### src/rtl/pwm_pkg.sv
// Shared definitions for the RGBW PWM frame scheduler.
package pwm_pkg;

    localparam int DEF_W    = 8;
    localparam int DEF_N_CH = 4;
    localparam int DEF_TOP  = 254;

    typedef enum logic [1:0] {
        ST_IDLE  = 2'd0,
        ST_RUN   = 2'd1,
        ST_DRAIN = 2'd2
    } state_t;

    function automatic logic is_busy(state_t s);
        return (s == ST_RUN) || (s == ST_DRAIN);
    endfunction

endpackage

### src/rtl/pwm_compare_ch.sv
// One PWM channel: registered unsigned cnt < duty compare, forced low when disabled.
module pwm_compare_ch #(
    parameter int W = 8
) (
    input  logic         clk,
    input  logic         reset,
    input  logic         en,
    input  logic [W-1:0] cnt,
    input  logic [W-1:0] duty,
    output logic         pwm
);

    always_ff @(posedge clk or posedge reset) begin
        if (reset) begin
            pwm <= 1'b0;
        end else begin
            pwm <= en && (cnt < duty);
        end
    end

endmodule

### src/rtl/pwm_frame_scheduler.sv
// Frame sequencer: prescaler tick, frame counter, run/drain FSM and
// double-buffered duty registers that only change on frame boundaries.
module pwm_frame_scheduler
    import pwm_pkg::*;
#(
    parameter int W    = DEF_W,
    parameter int N_CH = DEF_N_CH,
    parameter int TOP  = DEF_TOP
) (
    input  logic              clk,
    input  logic              reset,
    input  logic              clk_presc,
    input  logic              run,
    input  logic              upd_valid,
    input  logic [N_CH*W-1:0] upd_duty,
    output logic              upd_ready,
    output logic [N_CH-1:0]   pwm,
    output logic              frame_start,
    output logic              busy
);

    localparam logic [W-1:0] TOP_V = W'(TOP);

    state_t            state;
    state_t            state_n;
    logic              presc_q;
    logic              tick;
    logic              wrap;
    logic              apply;
    logic              xfer;
    logic              fs_n;
    logic [W-1:0]      cnt;
    logic [W-1:0]      cnt_n;
    logic [N_CH*W-1:0] duty_act;
    logic [N_CH*W-1:0] shadow;
    logic              shadow_full;

    assign tick      = clk_presc & ~presc_q;
    assign wrap      = tick && (cnt == TOP_V);
    assign busy      = is_busy(state);
    assign upd_ready = ~shadow_full;
    assign xfer      = upd_valid & upd_ready;

    always_comb begin
        state_n = state;
        cnt_n   = cnt;
        fs_n    = 1'b0;
        apply   = 1'b0;
        unique case (state)
            ST_IDLE: begin
                cnt_n = '0;
                if (run) begin
                    state_n = ST_RUN;
                    fs_n    = 1'b1;
                    apply   = 1'b1;
                end
            end
            ST_RUN: begin
                if (tick) cnt_n = wrap ? '0 : cnt + 1'b1;
                if (wrap) begin
                    fs_n  = 1'b1;
                    apply = 1'b1;
                end
                if (!run) state_n = ST_DRAIN;
            end
            ST_DRAIN: begin
                if (tick) cnt_n = wrap ? '0 : cnt + 1'b1;
                // The drain frame always completes; run is only sampled at its wrap.
                if (wrap) begin
                    apply = 1'b1;
                    if (run) begin
                        state_n = ST_RUN;
                        fs_n    = 1'b1;
                    end else begin
                        state_n = ST_IDLE;
                    end
                end
            end
            default: begin
                state_n = ST_IDLE;
                cnt_n   = '0;
            end
        endcase
    end

    always_ff @(posedge clk or posedge reset) begin
        if (reset) begin
            state       <= ST_IDLE;
            cnt         <= '0;
            presc_q     <= 1'b0;
            frame_start <= 1'b0;
            duty_act    <= '0;
            shadow      <= '0;
            shadow_full <= 1'b0;
        end else begin
            state       <= state_n;
            cnt         <= cnt_n;
            presc_q     <= clk_presc;
            frame_start <= fs_n;
            // A transfer can only happen with the shadow empty, so the two never collide.
            if (apply && shadow_full) begin
                duty_act    <= shadow;
                shadow_full <= 1'b0;
            end else if (xfer) begin
                shadow      <= upd_duty;
                shadow_full <= 1'b1;
            end
        end
    end

    for (genvar i = 0; i < N_CH; i++) begin : g_ch
        pwm_compare_ch #(.W(W)) u_ch (
            .clk   (clk),
            .reset (reset),
            .en    (busy),
            .cnt   (cnt),
            .duty  (duty_act[i*W +: W]),
            .pwm   (pwm[i])
        );
    end

endmodule

### config.mk
export PLATFORM = sky130hd
export DESIGN_NAME = pwm_frame_scheduler
export DESIGN_NICKNAME = d
export VERILOG_FILES = /design/src/rtl/pwm_pkg.sv /design/src/rtl/pwm_compare_ch.sv /design/src/rtl/pwm_frame_scheduler.sv
export SDC_FILE = /design/constraint.sdc
export NUM_CORES = 1
export LEC_CHECK = 0
export ABC_AREA = 1
export CORE_AREA = 2 2 124 66
export CTS_CLUSTER_DIAMETER = 30
export DETAILED_ROUTE_END_ITERATION = 6
export DIE_AREA = 0 0 126 68
export MAX_ROUTING_LAYER = met4
export PLACE_DENSITY = 0.88
export SYNTH_ARGS = -nofsm -noshare
export SYNTH_HDL_FRONTEND = slang
export SYNTH_SLANG_ARGS = --single-unit
### constraint.sdc
create_clock -name clk -period 3.5 [get_ports clk]
set_input_delay 0.7 -clock clk [delete_from_list [all_inputs] [get_ports clk]]
set_output_delay 0.7 -clock clk [all_outputs]
set_load 0.005 [all_outputs]
Word-level counts from Yosys, hierarchy flattened
Index checks and enable logic that the tools add are counted.
Widths: inputs -> output; s select.
{ "classes": {"eq_ne": 7, "n_bitwise": 5, "n_reduce_logical": 12, "magnitude_cmp": 4, "mux": 15, "add_sub_neg": 1} }
{ "ops": {"columns": ["cell", "count"], "rows": [
  ["$lt 8x8->1", 4],
  ["$mux 8", 3],
  ["$add 8x1->8 const B", 1],
  ["$eq 8x8->1 const B", 1],
  ["$logic_and 1x1->1", 6],
  ["$mux 1", 6],
  ["$mux 2", 3],
  ["$ne 2x2->1 const B", 3],
  ["$pmux 2 s3", 1],
  ["$not 1->1", 3],
  ["$pmux 1 s3", 1],
  ["$reduce_and 3->1", 1],
  ["$and 1x1->1", 2],
  ["$eq 2x1->1 const B", 1],
  ["$eq 2x2->1 const B", 1],
  ["$logic_not 2->1", 1],
  ["$ne 2x1->1 const B", 1],
  ["$pmux 1 s2", 1],
  ["$reduce_and 2->1", 1],
  ["$reduce_bool 2->1", 1],
  ["$reduce_or 2->1", 1],
  ["$logic_or 1x1->1", 1]
]} }
{ "word_totals": {"out_inout_bits": 7, "in_bits": 37, "reg_bits": 81, "elab_cells": 55} }

Depth between registers and ports, before layout
Gate-level depths: netlist of run 1.
{ "depth": {"ltp_word": 8, "mapped_depth": 10, "mapped_depth_nobuf": 9} }

Modules after synthesis
From an unflattened synthesis of run 1, not the netlist that was laid out.
{ "unflattened": {"hier_cells": 440, "area_unflattened_um2": 4107.7} }
{ "modules_own_cells": {"columns": ["module", "n_inst", "seq_area_each_um2", "area_each_um2", "cells_per_inst"], "rows": [
  ["pwm_frame_scheduler", 1, 1926.8, 3226.8, 300],
  ["pwm_compare_ch", 4, 25.0, 220.2, 35]
]} }

Worst setup path after synthesis of run 1
Ideal clock, no wire load.
{ "synth_path": {"kind": "input to register", "startpoint": "input clk_presc", "endpoint": "register duty_act[11]", "t_arrival_ps": 1411, "path_slack_ps": 1972, "setup_time_ps": 117, "stages": 8, "path_buffers": 1, "path_cell_list": "nand2_1 nor2_2 nand3_2 nand2_4 nand2_4 buf_6 nand2_1 nand2_1"} }
{ "synth_via": {"elab_chain_len": 5} }
{ "synth_rtl": {"columns": ["item", "line_no", "source"], "rows": [
  ["start: declaration", "pwm_frame_scheduler.sv:12", "input logic clk_presc,"],
  ["$and 1x1->1", "pwm_frame_scheduler.sv:38", "assign tick = clk_presc & ~presc_q;"],
  ["$logic_and 1x1->1", "pwm_frame_scheduler.sv:39", "assign wrap = tick && (cnt == TOP_V);"],
  ["$mux 1", "pwm_frame_scheduler.sv:60, pwm_frame_scheduler.sv:69", null],
  ["$pmux 1 s2", "pwm_frame_scheduler.sv:49", "unique case (state)"],
  ["$logic_and 1x1->1", "pwm_frame_scheduler.sv:101", "if (apply && shadow_full) begin"],
  ["end signal: assignment", "pwm_frame_scheduler.sv:102", "duty_act <= shadow;"],
  ["end: declaration", "pwm_frame_scheduler.sv:34", "logic [N_CH*W-1:0] duty_act;"]
]} }
Every way passes these cells.
A chain may end at the register's enable or synchronous reset.

Worst setup path after layout of run 1
{ "layout_path": {"startpoint": "register state[0]", "endpoint": "output busy"} }
{ "layout_via": {"elab_chain_len": 2, "word_cells_on_any_way": 3, "classes_between": "eq/ne: 2; reduce/logical: 1"} }
{ "layout_rtl": {"columns": ["item", "line_no", "source"], "rows": [
  ["start: declaration", "pwm_frame_scheduler.sv:24", "state_t state;"],
  ["start signal: assignment", "pwm_frame_scheduler.sv:96", "state <= state_n;"],
  ["$eq 2x1->1 / $eq 2x2->1 (equally long branches)", "pwm_pkg.sv:15", "return (s == ST_RUN) || (s == ST_DRAIN);"],
  ["$logic_or 1x1->1 (*)", "pwm_pkg.sv:15", null],
  ["end: declaration", "pwm_frame_scheduler.sv:19", "output logic busy"]
]} }
Mark *: on every way between the ends. The rest lies on a longest branch, timed or not.

==> results.toml, run 1 <==
[yosys]
ys_async_sr_fraction_pct = 100.0
ys_top_cells_by_area = "dfrtp_1 49%, nand2_1 12%, ha_1 10%"
syn-instance-count = 437
synthFlopType = "dfrtp_1"
synth_area_mm2 = 0.004111
netlist.area_leader.share_pct = 49.30
yosysSeqAreaShare_pct = 49.30
yosys_register_bits = 81
yosysWarnings = 0
ys_types = 30
syn-mean-instance-area_um2 = 9.408
synth-edff-count = 0
yosysTopAreaCell = "dfrtp_1"
syn_nets = 508

[sta]
timing.clock.skew_ns = 0.005908
min_period_ns = 2.475
max_freq_mhz = 404.1
fin_crit_sh_pct = 70.70
setup_violations = 0
grt_setup_unrepaired = "false"
hold_violations = 0
slew_violations = 0
slew_headroom_pct = 56.08
finalSetupTns_ns = 0
setup_ws_ns = 1.025
worstMarginPinSlew_ns = 0.6581

[global_routing]
antenna_found_initial = 0
grt_overflow = 0
grt_pass1_wl_um = 14210
grt_pass1_vias = 2990
grt_max_degree = 45
grt_usage_pct = 22.69

[worst_hold_path]
hold_end = "duty_act[16]$_DFFE_PP0P_"
hold_depth = 2
min_from = "duty_act[16]$_DFFE_PP0P_"
min_path_type = "reg -> reg"

[setup_path]
r2r_cells = 9
worstPathRequired_ns = 2.80
worst_setup_path_end_kind = "output pin"
critPathArrivalTime_ns = 1.77
worst-setup-path-type = "reg -> out"
crit_fanout = 6
cp-start-kind = "flop"
timing.rr.start = "cnt[0]$_DFFE_PP0P_"
crit_start = "state[0]$_DFFE_PP0P_"
r2r-end = "duty_act[7]$_DFFE_PP0P_"
worst-r2r-setup-slack_ns = 1.30

[floorplanning]
fp.dieH_um = 68
design.core.area_mm2 = 0.007597
start_util_pct = 54.12
rows = 23
dieArea_mm2 = 0.008568
die_x_um = 126
io_pins = 44

[placed_design]
dp_cells = 567
gp_congestion = 0.8853
pre_cts_slack_ns = 0.9460
dpl.hpwl_um = 6227
io_buffers = 43

[final_layout]
fin_util_pct = 64.66
mostFrequentLayoutCell = "nand2_1"
fillCellCount = 603
multiInputGateArea_mm2 = 0.001780
drive_above_1_share_pct = 9.110
final_cell_mix = "129 x nand2_1, 81 x dfrtp_1, 49 x inv_1"
final_nets = 549
area_growth_pct = 19.48
ff_latch_area_mm2 = 0.002027
instances_no_fill = 583
diodes = 0

[cts]
ctsResizeCount = 0
cts_tree = "done"
insertion_delay_ns = 0.34
ctsRootBufferMaster = "clkbuf_16"
cts_max_level = 3
cts_buffers = 9
cts.path.max_buffers = 2
clk_pin_slew_ns = 0.06
cts_hold_buf = 0
clock-sinks = 81
post-cts-setup-buffer-count = 0

[flow_run]
maxCapViolCount = 0

[drt]
drc = 0
drt-initial-drc-count = 238
wire_per_inst_um = 14.59
drt-pass1-iter-count = 4
route.vias.total = 3032
routed_wirelength_um = 8507
final_antenna_net_count = 0
via_per_inst = 5.201

[power]
power.leakage_nw = 2.522
power_density_mw_per_mm2 = 817.9
ir_worst_vdd_mv = 0.3895

[status]
status = "finished, final reports clean"
==> flip-flops by register name, indices dropped and copies added, names as in the netlist <==
| name | flops |
|---|---|
| cnt | 8 |
| duty_act | 32 |
| frame_start | 1 |
| g_ch.u_ch.pwm | 4 |
| presc_q | 1 |
| shadow | 32 |
| shadow_full | 1 |
| state | 2 |
==> worst max path at each step <==
stage | cells after the start | slack, ns | endpoint
after floorplan | 1 | 0.72 | cnt[0]$_DFFE_PP0P_
after global placement | 8 | 1.09 | duty_act[12]$_DFFE_PP0P_
after detailed placement | 8 | 0.95 | duty_act[0]$_DFFE_PP0P_
after CTS | 3 | 1.02 | busy
after global routing | 3 | 0.94 | busy
final | 3 | 1.03 | busy
==> cell type report <==
type | count | share of cell area, %
inverters | 51 | 3.923
well taps | 100 | 2.547
clock inverters | 5 | 1.605
multi-input cells | 289 | 36.25
flip-flops and latches | 81 | 41.26
repair buffers | 46 | 9.475
clock buffers | 11 | 4.941
==> cells by family after synthesis <==
kind of cell	Yosys count	share of synthesized area, %
xor gates and xnor gates	2	0.4261
muxes	33	9.008
adders and majority gates	34	10.35
and+or+nand+nor	194	19.93
DFF	81	49.30
buffers and inverters	67	7.395
AOI/OAI and AO/OA	26	3.591
==> cells in the mapped netlist (2+ instances only) <==
cell      number
a21oi_1       16
buf_2          3
buf_4          7
buf_6          3
clkbuf_1       3
dfrtp_1       81
ha_1          34
inv_1         50
mux2_1        14
mux2_2        18
nand2_1      129
nand2_4        2
nand3_1       38
nor2_1        17
nor2_2         2
o21a_1         4
o21ai_0        2
o21bai_1       2
==> metal layers <==
metal  GRT usage (%)  wire length (µm)  vias to the layer above
met3           6.959               410                       12
met2           38.51              4105                       69
li1                -                 -                     1488
met4           6.044                91                        0
met5               -                 0                        -
met1           27.08              3900                     1463
==> stage by stage <==
stage          instance area, µm²  hold slack [ns]  power [mW]
2_1_floorplan                4111           0.4419       2.608
3_3_place_gp                 4591           0.4558       2.890
3_5_place_dp                 4591           0.4596       3.024
4_1_cts                      4912           0.4744       4.054
5_1_grt                      4912           0.5039       4.335
6_report                     4912           0.4734       4.018
==> report_power, final <==
group          leakage [nW]  switching [mW]  internal, mW
clock                 0.159           0.360         0.642
sequential            0.999           0.248          1.36
combinational          1.36           0.813         0.598
total                  2.52            1.42          2.60
==> critical path, stage by stage, from the launching register on <==
cell and delay [ns]:
dfrtp_1 0.40, inv_1 0.08, ha_1 0.41, clkdlybuf4s50_1 0.55
(Power assumes the default switching activity.)
==> run 2, diff against run 1 <==
==> constraint.sdc (replaced) <==
create_clock -name clk -period 2.5 [get_ports clk]
set_input_delay 0.5 -clock clk [delete_from_list [all_inputs] [get_ports clk]]
set_output_delay 0.5 -clock clk [all_outputs]
set_load 0.005 [all_outputs]
==> results.toml, run 2 (synthesized netlist as in run 1, its figures left out) <==
[cts]
cts_hold_buf = 0
cts_max_level = 3
clock-sinks = 81
ctsRootBufferMaster = "clkbuf_16"
clk_pin_slew_ns = 0.06
ctsResizeCount = 0
insertion_delay_ns = 0.34
post-cts-setup-buffer-count = 0
cts_tree = "done"
cts_buffers = 9
cts.path.max_buffers = 2

[floorplanning]
io_pins = 44
die_x_um = 126
dieArea_mm2 = 0.008568
fp.dieH_um = 68
start_util_pct = 54.12
rows = 23
design.core.area_mm2 = 0.007597

[setup_path]
worst-setup-path-type = "reg -> out"
worst_setup_path_end_kind = "output pin"
critPathTopFamily = "buffers and inverters"
crit_fanout = 6
worstPathCellList = "inv_1, ha_1, clkdlybuf4s50_1"
slowest_stage = "clkdlybuf4s50_1"
critPathArrivalTime_ns = 1.77
worstPathRequired_ns = 2.00
path_buf_inv = 2
slowest_delay_ns = 0.55
cp-start-kind = "flop"

[sta]
setup_violations = 0
max_freq_mhz = 439.6
grt_setup_unrepaired = "false"
hold_violations = 0
min_period_ns = 2.275
timing.clock.skew_ns = 0.005598
finalSetupTns_ns = 0
slew_headroom_pct = 71.87
slew_violations = 0
fin_crit_sh_pct = 91.00
worstMarginPinSlew_ns = 0.4219

[final_layout]
area_growth_pct = 21.33
fillCellCount = 591
reg_top3 = "duty_act x32, shadow x32, cnt x8"
drive_above_1_share_pct = 9.691
final_cell_mix = "129 x nand2_1, 81 x dfrtp_1, 49 x inv_1"
diodes = 0
final_nets = 551
mostFrequentLayoutCell = "nand2_1"
multiInputGateArea_mm2 = 0.001780
ff_latch_area_mm2 = 0.002027

[power]
power.share.clock_pct = 27.6
total_power_mw = 5.794
swShare_pct = 34.05
p_sw_mw = 1.973
power.leakage_nw = 2.553
power_density_mw_per_mm2 = 1161
ir_worst_vdd_mv = 0.5209
pwr-share-seq_pct = 38.7
p_comb_share_pct = 33.8
intPower_mw = 3.821

[global_routing]
grt_usage_pct = 21.71
grt_pass1_vias = 3023
grt_max_degree = 48
grt_overflow = 0
antenna_found_initial = 0
grt_pass1_wl_um = 13770

[status]
status = "finished, final reports clean"

[drt]
drt-initial-drc-count = 270
route.vias.total = 3005
wire_per_inst_um = 13.88
drc = 0
via_per_inst = 5.137
routed_wirelength_um = 8120
drt-pass1-iter-count = 4
final_antenna_net_count = 0

[worst_hold_path]
min_path_type = "reg -> reg"

[placed_design]
io_buffers = 43
gp_congestion = 0.9063
dpl.hpwl_um = 5932

[flow_run]
maxCapViolCount = 0
## run 2: cell count changes in the layout (fill, tap and decap cells not counted), sizes merged
cell      previous run  this run
clkinv               4         3
clkbuf              11         9
clkinvlp             0         1
buf                  3         5
bufinv               2         4
## run 2: metrics by stage
step | cell area, µm² | setup WS, ns | hold slack (ns) | utilization [%] | cells
after CTS | 4989 | 0.2082 | 0.4771 | 65.66 | 585
after detailed placement | 4621 | 0.3577 | 0.4624 | 60.82 | 569
after global placement | 4621 | 0.4501 | 0.4565 | 60.82 | 569
final | 4989 | 0.2250 | 0.4736 | 65.66 | 585
after global routing | 4989 | 0.1090 | 0.4933 | 65.66 | 585
after floorplan | 4115 | 1.022 | 0.4419 | - | 437
## run 2: power groups by stage
| stage | Clock [mW] | Combinational (mW) | Sequential, mW |
|---|---|---|---|
| after floorplan | 0 | 1.51 | 2.14 |
| after global placement | 0 | 1.83 | 2.23 |
| after detailed placement | 0 | 1.96 | 2.26 |
| after CTS | 1.63 | 1.97 | 2.24 |
| after global routing | 1.67 | 2.25 | 2.31 |
| final | 1.60 | 1.96 | 2.24 |
## run 2: worst paths after layout
check	start	endpoint	slack, ns	cells past startpoint
max in group asynchronous	reset	g_ch[0].u_ch.pwm$_DFF_PP0_	1.68	3
min in group asynchronous	reset	shadow[14]$_DFFE_PP0P_	0.57	3
hold / removal	duty_act[20]$_DFFE_PP0P_	duty_act[20]$_DFFE_PP0P_	0.47	2
hold reg to reg	duty_act[20]$_DFFE_PP0P_	duty_act[20]$_DFFE_PP0P_	0.47	2
setup / recovery	state[0]$_DFFE_PP0P_	busy	0.23	3
setup reg to reg	cnt[0]$_DFFE_PP0P_	duty_act[29]$_DFFE_PP0P_	0.50	9
## run 2: routing by layer
layer  vias to the layer above  global-route usage [%]  share of wire, %
met2                        84                   35.08                47
li1                       1481                       -                 -
met1                      1428                   26.44                45
met3                        12                   6.411               7.7
met4                         0                   8.379              0.89
met5                         -                       -                 0
## run 2: final cells by class
| cell class | instances | share of cell area [%] |
|---|---|---|
| timing repair buffer | 48 | 9.882 |
| clock inverter | 7 | 2.859 |
| sequential | 81 | 40.63 |
| clock buffer | 9 | 4.515 |
| inverter | 51 | 3.913 |
| multi-input combinational | 289 | 35.69 |
| tap | 100 | 2.508 |
## run 2: tightest hold or removal path, cell delays in order, from the launching register on
cell	delay, ns
dfrtp_1	0.34
nand2_1	0.06
nand2_1	0.05
==> patch, RTL diff (flow settings as in run 2) <==
`DEF_W`: 8 -> 6.
--- a/src/rtl/pwm_pkg.sv
+++ b/src/rtl/pwm_pkg.sv
@@ -1,7 +1,7 @@
 // Shared definitions for the RGBW PWM frame scheduler.
 package pwm_pkg;
 
-    localparam int DEF_W    = 8;
+    localparam int DEF_W    = 6;
     localparam int DEF_N_CH = 4;
     localparam int DEF_TOP  = 254;
 
Interface: changed (resized upd_duty); port bits go from 44 to 36. The function was not compared with the original's and may differ.
==> patch against run 2 <==
Sequential share of layout area rose by 0.18 points. Clock skew barely moved. Sequential cell count fell by 18. Via count fell by 24%. Total power fell by 22%. Non-clock buffer count fell by 10. Area after synthesis fell by 24%. Synthesized cell count fell by 27%. Wire length fell by 21%. Setup slack got worse by 15 ps. Design area fell by 23%. Count of clock-buffer cells in the layout rose by 4. Sequential power fell by 22%. Critical path type unchanged.
==> patch: results (changes against run 2) <==
Leak = 1.908 nW (was 2.553 nW)
Share of cells above drive strength 1 = 13.50% (was 9.691%)
Status = completed (unchanged)
Post-synth EDFFs = 0 (unchanged)
Clk Latency, worst-skew pair = 330 ps
Synth warn = 0 (unchanged)
DP Wirelength = 4667 um (was 5932 um)
Slew @ Worst Pin = 420.4 ps (was 421.9 ps)
Synth area leaders = dfrtp_1 (50%), ha_1 (10%), nand2_1 (9.6%), mux2_2 (8.6%), nand3_1 (4.6%) (was dfrtp_1 (49%), nand2_1 (12%), ha_1 (10%), mux2_2 (4.9%), nand3_1 (4.6%))
CTS resizes = 0 (unchanged)
Ant diodes = 0 (unchanged)
DR pass1 iterations = 5 (was 4)
I/O Buffers = 35 (was 43)
Crit path DAT = 1790 ps (was 1770 ps)
Min Hold Slack = 469.6 ps (was 473.6 ps)
Num CTS Buffers = 9 (unchanged)
Final hold vios = 0 (unchanged)
Vias = 2,285 (was 3,005)
VDD IR-drop max = 425.1 uV (was 520.9 uV)
Synth top cells by count = nand2_1 (80), dfrtp_1 (63), inv_1 (34) (was nand2_1 (129), dfrtp_1 (81), inv_1 (50))
First-pass GRT wire length = 10,850 um (was 13,770 um)
Hold Crit Start = duty_act[0]$_DFFE_PP0P_ (was duty_act[20]$_DFFE_PP0P_)
Number of distinct library cells after synthesis = 23 (was 30)
Root Buffer = clkbuf_16 (unchanged)
Fill cells = 706 (was 591)
RR Endpoint = duty_act[9]$_DFFE_PP0P_ (was duty_act[29]$_DFFE_PP0P_)
Reg2Reg Launch Point = cnt[0]$_DFFE_PP0P_ (unchanged)
Worst-path clk slew = 50 ps
Largest net degree at the start of global routing = 64 (was 48)
Syn nets = 376 (was 508)
Initial antenna violation count = 0 (unchanged)
CP Max Fanout = 7 (was 6)
H-tree depth = 3 (unchanged)
Hold path depth = 2 (unchanged)
RePlAce Congestion = 0.8434 (was 0.9063)
DR iter-0 viols = 133 (was 270)
Hold Path End = duty_act[0]$_DFFE_PP0P_ (was duty_act[20]$_DFFE_PP0P_)
Max clock buf depth = 2 (unchanged)
Setup bufs post-CTS = 0 (unchanged)
Slack of the worst reg-to-reg path = 560 ps (was 500 ps)
Clk_skew = 5.423 ps (was 5.598 ps)
Wirelength, routed = 6397 um (was 8120 um)
Layout Nets = 413 (was 551)
Worst R2R Path Depth = 9 (unchanged)
Tot GR Track Use = 17.16% (was 21.71%)
Biggest regs = duty_act x24, shadow x24, cnt x6 (was duty_act x32, shadow x32, cnt x8)
Asr flop ratio synth = 100.0% (unchanged)
Sequential element share of the synthesized area = 50.42% (was 49.30%)
Worst Hold Class = reg -> reg (unchanged)
==> patch: routing by layer <==
| layer | track usage, % | up-vias | part of all wire (%) |
|---|---|---|---|
| met5 | - | - | 0 |
| met4 | 6.593 | 0 | 1.4 |
| met3 | 5.395 | 9 | 6.5 |
| met2 | 25.47 | 72 | 44 |
| met1 | 22.26 | 1079 | 48 |
| li1 | - | 1125 | - |
==> patch: cell type report <==
class	instances	share of cell area [%]
Multi-Input combinational cell	212	34.63
Timing Repair Buffer	38	9.977
Clock inverter	3	1.037
Tap cell	100	3.239
Sequential cell	63	40.82
Clock buffer	13	6.997
Inverter	34	3.304
==> patch: how the worst max path moves through the flow <==
stage                         startpoint                  endpoint  cells after the start
floorplan                          reset        cnt[0]$_DFFE_PP0P_                      1
global placement               clk_presc   duty_act[2]$_DFFE_PP0P_                      8
detailed placement             clk_presc  duty_act[15]$_DFFE_PP0P_                      8
CTS                 state[0]$_DFFE_PP0P_                      busy                      3
global route        state[1]$_DFFE_PP0P_                      busy                      3
finish              state[0]$_DFFE_PP0P_                      busy                      3
==> patch: metrics by stage <==
step	area [sq um]	power, W	cells	worst slack, ps
finish	3862	0.004540	463	209.7
global route	3862	0.004901	463	123.9
CTS	3862	0.004583	463	192.9
detailed placement	3552	0.003276	447	302.2
global placement	3552	0.003174	447	403.0
floorplan	3127	0.002833	321	430.3
==> patch: power breakdown <==
part           leakage [nW]  switching, W  internal (W)
clock network         0.156      0.000430      0.000849
logic                 0.976      0.000830      0.000694
registers             0.776      0.000258       0.00148
total                  1.91       0.00152       0.00302
==> patch: critical path, cell delays in order, from the launching register on <==
cell,delay [ps]
dfrtp_1,380
inv_1,80
ha_1,430
clkdlybuf4s50_1,560
==> patch: cells by family (layout without fill, tap and decap cells) <==
| family | count (synthesis) | in the layout | synth area share (%) |
|---|---|---|---|
| muxes | 24 | 24 | 8.643 |
| and+or+nand+nor | 133 | 133 | 18.93 |
| AOI/OAI and AO/OA | 28 | 28 | 4.522 |
| DFF | 63 | 63 | 50.42 |
| buffers and inverters | 46 | 88 | 6.803 |
| xor gates and xnor gates | 1 | 1 | 0.2802 |
| adders and majority gates | 26 | 26 | 10.40 |
